$ cat src/rtl/mem_port_arbiter_if.sv
// Bundle of fetch, load/store and memory-unit signals around the arbiter.
// slave: arbiter side; master: requesters plus memory unit side.
interface mem_port_arbiter_if #(
   parameter int DATA_WIDTH    = 32,
   parameter int ADDRESS_WIDTH = 32
);
   logic                     instr_req;
   logic [ADDRESS_WIDTH-1:0] instr_addr;
   logic [DATA_WIDTH-1:0]    instr_rdata;
   logic                     instr_ready;
   logic                     data_req;
   logic                     data_we;
   logic [ADDRESS_WIDTH-1:0] data_addr;
   logic [DATA_WIDTH-1:0]    data_wdata;
   logic [2:0]               data_ctrl;
   logic [DATA_WIDTH-1:0]    data_rdata;
   logic                     data_ready;
   logic [ADDRESS_WIDTH-1:0] mem_address;
   logic [DATA_WIDTH-1:0]    mem_write_data;
   logic [2:0]               mem_DATAMEMControl;
   logic                     mem_write_enable;
   logic                     mem_read_en;
   logic [DATA_WIDTH-1:0]    mem_read_data;

   modport slave (
      input  instr_req, instr_addr,
      output instr_rdata, instr_ready,
      input  data_req, data_we, data_addr, data_wdata, data_ctrl,
      output data_rdata, data_ready,
      output mem_address, mem_write_data, mem_DATAMEMControl,
      output mem_write_enable, mem_read_en,
      input  mem_read_data
   );

   modport master (
      output instr_req, instr_addr,
      input  instr_rdata, instr_ready,
      output data_req, data_we, data_addr, data_wdata, data_ctrl,
      input  data_rdata, data_ready,
      input  mem_address, mem_write_data, mem_DATAMEMControl,
      input  mem_write_enable, mem_read_en,
      output mem_read_data
   );
endinterface

$ cat src/rtl/mem_port_arbiter.sv
// Shares one data-memory port between instruction fetch and load/store.
// Optional macro MEMARB_DATA_PRIO_EN: data wins every conflict (else round-robin).
module mem_port_arbiter #(
   parameter int         DATA_WIDTH    = 32,
   parameter int         ADDRESS_WIDTH = 32,
   parameter int         MEM_LATENCY   = 2,
   parameter logic [2:0] INSTR_CTRL    = 3'b010
) (
   input logic               clk,
   input logic               rst,
   mem_port_arbiter_if.slave bus
);

   typedef enum logic [1:0] {IDLE, ACCESS, RESP} state_t;

   localparam logic [3:0] LAT_M1 = 4'(MEM_LATENCY - 1);

   state_t     state;
   logic       sel_data;
   logic [3:0] cnt;
   logic       grant_instr;
   logic       grant_data;

`ifdef MEMARB_DATA_PRIO_EN
   // Fixed priority: load/store always beats fetch.
   always_comb begin
      grant_data  = bus.data_req;
      grant_instr = bus.instr_req & ~bus.data_req;
   end
`else
   logic last_data;

   // Round-robin: on a conflict the requester not served last wins.
   always_comb begin
      grant_data  = bus.data_req;
      grant_instr = bus.instr_req;
      if (bus.instr_req && bus.data_req) begin
         grant_data  = ~last_data;
         grant_instr = last_data;
      end
   end

   // Remember who was granted last; reset favours fetch first.
   always_ff @(posedge clk or posedge rst) begin
      if (rst)
         last_data <= 1'b1;
      else if (state == IDLE && (grant_instr || grant_data))
         last_data <= grant_data;
   end
`endif

   // Arbitration, access sequencing and registered outputs.
   always_ff @(posedge clk or posedge rst) begin
      if (rst) begin
         state                  <= IDLE;
         sel_data               <= 1'b0;
         cnt                    <= '0;
         bus.instr_rdata        <= '0;
         bus.instr_ready        <= 1'b0;
         bus.data_rdata         <= '0;
         bus.data_ready         <= 1'b0;
         bus.mem_address        <= '0;
         bus.mem_write_data     <= '0;
         bus.mem_DATAMEMControl <= '0;
         bus.mem_write_enable   <= 1'b0;
         bus.mem_read_en        <= 1'b0;
      end else begin
         unique case (state)
            IDLE: begin
               if (grant_data) begin
                  sel_data               <= 1'b1;
                  bus.mem_address        <= bus.data_addr;
                  bus.mem_write_data     <= bus.data_wdata;
                  bus.mem_DATAMEMControl <= bus.data_ctrl;
                  bus.mem_write_enable   <= bus.data_we;
                  bus.mem_read_en        <= ~bus.data_we;
                  cnt                    <= LAT_M1;
                  state                  <= ACCESS;
               end else if (grant_instr) begin
                  sel_data               <= 1'b0;
                  bus.mem_address        <= bus.instr_addr;
                  bus.mem_DATAMEMControl <= INSTR_CTRL;
                  bus.mem_write_enable   <= 1'b0;
                  bus.mem_read_en        <= 1'b1;
                  cnt                    <= LAT_M1;
                  state                  <= ACCESS;
               end
            end
            ACCESS: begin
               if (bus.mem_write_enable) begin
                  bus.mem_write_enable <= 1'b0;
                  bus.data_ready       <= 1'b1;
                  state                <= RESP;
               end else if (cnt == 4'd0) begin
                  bus.mem_read_en <= 1'b0;
                  if (sel_data) begin
                     bus.data_rdata <= bus.mem_read_data;
                     bus.data_ready <= 1'b1;
                  end else begin
                     bus.instr_rdata <= bus.mem_read_data;
                     bus.instr_ready <= 1'b1;
                  end
                  state <= RESP;
               end else begin
                  cnt <= cnt - 4'd1;
               end
            end
            RESP: begin
               bus.instr_ready <= 1'b0;
               bus.data_ready  <= 1'b0;
               state           <= IDLE;
            end
            default: state <= IDLE;
         endcase
      end
   end

endmodule

$ cat src/flat_wrapper.sv
// flat-port wrapper written by rule: the top's interface ports become plain ports
module mem_port_arbiter_flat 
#(
   parameter int         DATA_WIDTH    = 32,
   parameter int         ADDRESS_WIDTH = 32,
   parameter int         MEM_LATENCY   = 2,
   parameter logic [2:0] INSTR_CTRL    = 3'b010
)
  (clk, rst, bus_instr_req, bus_instr_addr, bus_instr_rdata, bus_instr_ready, bus_data_req, bus_data_we, bus_data_addr, bus_data_wdata, bus_data_ctrl, bus_data_rdata, bus_data_ready, bus_mem_address, bus_mem_write_data, bus_mem_DATAMEMControl, bus_mem_write_enable, bus_mem_read_en, bus_mem_read_data);
  mem_port_arbiter_if #(.DATA_WIDTH(DATA_WIDTH), .ADDRESS_WIDTH(ADDRESS_WIDTH)) bus_i ();
  input logic clk;
  input logic rst;
  input wire logic [$bits(bus_i.instr_req)-1:0] bus_instr_req;
  input wire logic [$bits(bus_i.instr_addr)-1:0] bus_instr_addr;
  output wire logic [$bits(bus_i.instr_rdata)-1:0] bus_instr_rdata;
  output wire logic [$bits(bus_i.instr_ready)-1:0] bus_instr_ready;
  input wire logic [$bits(bus_i.data_req)-1:0] bus_data_req;
  input wire logic [$bits(bus_i.data_we)-1:0] bus_data_we;
  input wire logic [$bits(bus_i.data_addr)-1:0] bus_data_addr;
  input wire logic [$bits(bus_i.data_wdata)-1:0] bus_data_wdata;
  input wire logic [$bits(bus_i.data_ctrl)-1:0] bus_data_ctrl;
  output wire logic [$bits(bus_i.data_rdata)-1:0] bus_data_rdata;
  output wire logic [$bits(bus_i.data_ready)-1:0] bus_data_ready;
  output wire logic [$bits(bus_i.mem_address)-1:0] bus_mem_address;
  output wire logic [$bits(bus_i.mem_write_data)-1:0] bus_mem_write_data;
  output wire logic [$bits(bus_i.mem_DATAMEMControl)-1:0] bus_mem_DATAMEMControl;
  output wire logic [$bits(bus_i.mem_write_enable)-1:0] bus_mem_write_enable;
  output wire logic [$bits(bus_i.mem_read_en)-1:0] bus_mem_read_en;
  input wire logic [$bits(bus_i.mem_read_data)-1:0] bus_mem_read_data;
  assign bus_i.instr_req = bus_instr_req;
  assign bus_i.instr_addr = bus_instr_addr;
  assign bus_instr_rdata = bus_i.instr_rdata;
  assign bus_instr_ready = bus_i.instr_ready;
  assign bus_i.data_req = bus_data_req;
  assign bus_i.data_we = bus_data_we;
  assign bus_i.data_addr = bus_data_addr;
  assign bus_i.data_wdata = bus_data_wdata;
  assign bus_i.data_ctrl = bus_data_ctrl;
  assign bus_data_rdata = bus_i.data_rdata;
  assign bus_data_ready = bus_i.data_ready;
  assign bus_mem_address = bus_i.mem_address;
  assign bus_mem_write_data = bus_i.mem_write_data;
  assign bus_mem_DATAMEMControl = bus_i.mem_DATAMEMControl;
  assign bus_mem_write_enable = bus_i.mem_write_enable;
  assign bus_mem_read_en = bus_i.mem_read_en;
  assign bus_i.mem_read_data = bus_mem_read_data;
  mem_port_arbiter #(.DATA_WIDTH(DATA_WIDTH), .ADDRESS_WIDTH(ADDRESS_WIDTH), .MEM_LATENCY(MEM_LATENCY), .INSTR_CTRL(INSTR_CTRL)) u_core (.clk(clk), .rst(rst), .bus(bus_i));
endmodule
$ cat config.mk
export PLATFORM = sky130hd
export DESIGN_NAME = mem_port_arbiter_flat
export DESIGN_NICKNAME = d
export VERILOG_FILES = /design/src/rtl/mem_port_arbiter_if.sv /design/src/rtl/mem_port_arbiter.sv /design/src/flat_wrapper.sv
export SDC_FILE = /design/constraint.sdc
export NUM_CORES = 1
export LEC_CHECK = 0
export ABC_AREA = 1
export CORE_MARGIN = 2
export CORE_UTILIZATION = 38
export DETAILED_ROUTE_END_ITERATION = 8
export PLACE_DENSITY = 0.84
export SYNTH_ARGS = -nofsm -noshare
export SYNTH_HDL_FRONTEND = slang
export SYNTH_SLANG_ARGS = --single-unit
$ cat constraint.sdc
create_clock -name clk -period 5.16 [get_ports clk]
set_input_delay 1.29 -clock clk [delete_from_list [all_inputs] [get_ports clk]]
set_output_delay 1.29 -clock clk [all_outputs]
set_load 0.01 [all_outputs]
==> impl_metrics.env <==
export IMPL_maxSlewViolCount=0
export IMPL_cts_tree="yes"
export IMPL_grt_pass1_vias=5071
export IMPL_netlist_cell_type_count=27
export IMPL_max_slew_margin_rel_pct=37.1
export IMPL_path_class="input port to flop"
export IMPL_numPortBuffers=270
export IMPL_grtUsageMet3_pct=5.74
export IMPL_place_congestion=0.819
export IMPL_power_leakage_nw=4.40
export IMPL_cp_max_fo=35
export IMPL_ctsHoldBuffers=0
export IMPL_grt_use_met2_pct=32.3
export IMPL_synth_seq_cells=143
export IMPL_met1_usage_pct=22.6
export IMPL_viasPerCell=4.65
export IMPL_syn_num_nets=794
export IMPL_grt_usage_pct=18.9
export IMPL_finalCoreUtilization_pct=60.1
export IMPL_post_drt_wl_per_cell_um=14.3
export IMPL_wl_um=16300
export IMPL_antenna_diode_count=0
export IMPL_fin_worst_skew_ns=0.00834
export IMPL_drc=0
export IMPL_status="finished clean"
export IMPL_crit_required_ns=5.46
export IMPL_cts_resized=0
export IMPL_yosysWarningCount=0
export IMPL_endpoint_kind="flop"
export IMPL_synth_top_family_by_area="simple AND/OR/NAND/NOR gates"
export IMPL_first_iter_violations=205
export IMPL_busiest_layer="met2"
export IMPL_synth_compound_gate_area_share_pct=14.9
export IMPL_worstPathArrival_ns=3.31
export IMPL_clock_latency_ns=0.41
export IMPL_area_delta_synth_final_pct=55.3
export IMPL_synth_adder_area_share_pct=1.43
export IMPL_grt_ovfl_total=0
export IMPL_fin_crit_sh_pct=58.3
export IMPL_reg2reg_slack_ns=2.87
export IMPL_drive_gt1_share_pct=10.6
export IMPL_cp_slowest_cell="clkdlybuf4s50_1"
export IMPL_synth_seq_area_share_pct=58.6
export IMPL_grt_pass1_wl_um=25100
export IMPL_netlist_instances=651
export IMPL_hold_class="flop to flop"
export IMPL_ir_drop_uv=297
export IMPL_drtPass1Iterations=5
export IMPL_cts_buffers=17
export IMPL_grt_setup_unrepaired="no"
export IMPL_fmax_mhz=332
export IMPL_layout_commonest_cell="clkdlybuf4s50_1"
export IMPL_cts_sinks=143
export IMPL_syn_cell_area_mm2=0.00611
export IMPL_synth_mux_area_share_pct=0
export IMPL_rows=46
export IMPL_tns_ns=0
export IMPL_fin_crit_ns=3.01
export IMPL_antenna_found_initial=0
export IMPL_p_total_mw=5.89
export IMPL_clk_pin_slew_ns=0.06
export IMPL_synth_xor_area_share_pct=0
export IMPL_setup_viol=0
export IMPL_cap_violations=0
export IMPL_synthSimpleGateAreaFrac_pct=17.9
export IMPL_start_util_pct=38.7
export IMPL_die_width_um=131
export IMPL_nets=1054
export IMPL_hold_viol=0
export IMPL_final_cell_mix="clkdlybuf4s50_1, nand2_1, dfrtp_1"
export IMPL_cts_htree_levels=4
export IMPL_root_buffer="clkbuf_16"
export IMPL_cellPowerDensity_mw_per_mm2=621
export IMPL_dieArea_mm2=0.0171
export IMPL_core_area_mm2=0.0158
export IMPL_cts_buffer_depth=2
export IMPL_worst_pin_slew_ns=0.944
export IMPL_synth_area_per_cell_um2=9.38
export IMPL_ioPinCount=271
export IMPL_max_stage_delay_ns=0.60
export IMPL_post_cts_buffers=0
export IMPL_ant_nets=0
export IMPL_grt_max_degree=109
export IMPL_crit_chain="clkdlybuf4s50_1 > nand2_4 > nor2_8 > inv_2 > o22a_1"
export IMPL_start_kind="input port"
export IMPL_dp_hpwl_um=11700
export IMPL_via_count=5303
export IMPL_die_h_um=131
worst max-delay path: cells and delay by family:
family	cells	cell delay, ns
buffers and inverters	2	0.97
and+or+nand+nor	2	0.75
AOI/OAI and AO/OA	1	0.26
state kept, by name, summed over array words and instances, names as in the netlist:
| register | count |
|---|---|
| u_core.bus.mem_DATAMEMControl | 3 |
| u_core.bus.instr_rdata | 32 |
| u_core.sel_data | 1 |
| u_core.bus.mem_write_data | 32 |
| u_core.state | 2 |
| u_core.bus.data_rdata | 32 |
| u_core.bus.data_ready | 1 |
| u_core.bus.mem_write_enable | 1 |
| u_core.bus.mem_read_en | 1 |
| u_core.cnt | 4 |
| u_core.bus.instr_ready | 1 |
| u_core.bus.mem_address | 32 |
| u_core.last_data | 1 |
per-stage QoR:
step / setup WS [ns] / hold WS [ns] / cells / cell area (µm²)
after floorplan: 0.0337 / 0.447 / 651 / 6110
after global placement: 1.77 / 0.454 / 1108 / 8870
after detailed placement: 1.73 / 0.460 / 1108 / 8870
after CTS: 2.17 / 0.474 / 1140 / 9480
after global routing: 2.03 / 0.489 / 1140 / 9480
final: 2.15 / 0.470 / 1140 / 9480
logic make-up (layout without fill, tap and decap cells):
logic type                 count (synthesis)  after routing
DFF                                      143            143
and+or+nand+nor                          274            274
AOI/OAI and AO/OA                        145            145
buffers and inverters                     82            355
adders and majority gates                  7              7
Yosys cell counts:
library cell	instances	share of area [%]
o21ai_0	39	3.2
inv_4	1	0.10
o21ai_1	49	4.0
nor2_8	1	0.33
dfrtp_1	142	58
nand3_1	4	0.33
nand3_4	1	0.29
nand2_4	2	0.37
clkbuf_2	2	0.16
buf_2	14	1.1
buf_4	6	0.74
o22a_1	1	0.14
o21ai_2	46	6.6
ha_1	7	1.4
nor2_2	2	0.20
nand2_2	2	0.20
a21oi_1	7	0.57
o21bai_1	1	0.12
nand4_1	1	0.10
nor2_1	38	2.3
or2_2	1	0.10
inv_2	4	0.25
inv_1	44	2.7
buf_6	11	2.0
dfstp_2	1	0.43
nand2_1	222	14
a22o_1	2	0.29
routing by layer:
| layer | share of wire (%) | up-vias |
|---|---|---|
| met5 | 0 | - |
| met4 | 1.7 | 0 |
| met3 | 7.8 | 20 |
| met2 | 51 | 198 |
| met1 | 39 | 2504 |
| li1 | - | 2581 |
power by group:
group,leakage (nW),total (mW),internal (mW),switching (mW)
Sequential,1.74,1.99,1.68,0.311
Combinational,2.37,2.64,1.37,1.27
Clock,0.287,1.25,0.786,0.468
Total,4.40,5.89,3.84,2.05
area by class of cell:
type                    instances  area [µm²]
multi-input cells             426        2090
fillers                      1362        6290
well taps                     216         270
repair buffers                274        2730
clock buffers                  19         453
inverters                      49         191
clock inverters                13         164
flip-flops and latches        143        3580
path summary, 6_finish.rpt:
| kind | from | endpoint | cells past startpoint |
|---|---|---|---|
| hold reg to reg | u_core.bus.mem_write_data[18]$_DFFE_PP0P_ | u_core.bus.mem_write_data[18]$_DFFE_PP0P_ | 2 |
| max in group asynchronous | rst | u_core.bus.data_rdata[23]$_DFFE_PP0P_ | 3 |
| setup reg to reg | u_core.state[1]$_DFFE_PP0P_ | u_core.bus.instr_rdata[28]$_DFFE_PP0P_ | 8 |
| hold / removal | u_core.bus.mem_write_data[18]$_DFFE_PP0P_ | u_core.bus.mem_write_data[18]$_DFFE_PP0P_ | 2 |
| setup / recovery | bus_data_req | u_core.bus.mem_DATAMEMControl[1]$_DFFE_PP0P_ | 5 |
| min in group asynchronous | rst | u_core.bus.data_rdata[5]$_DFFE_PP0P_ | 2 |
Note: power is estimated with default switching activity, not from simulation.
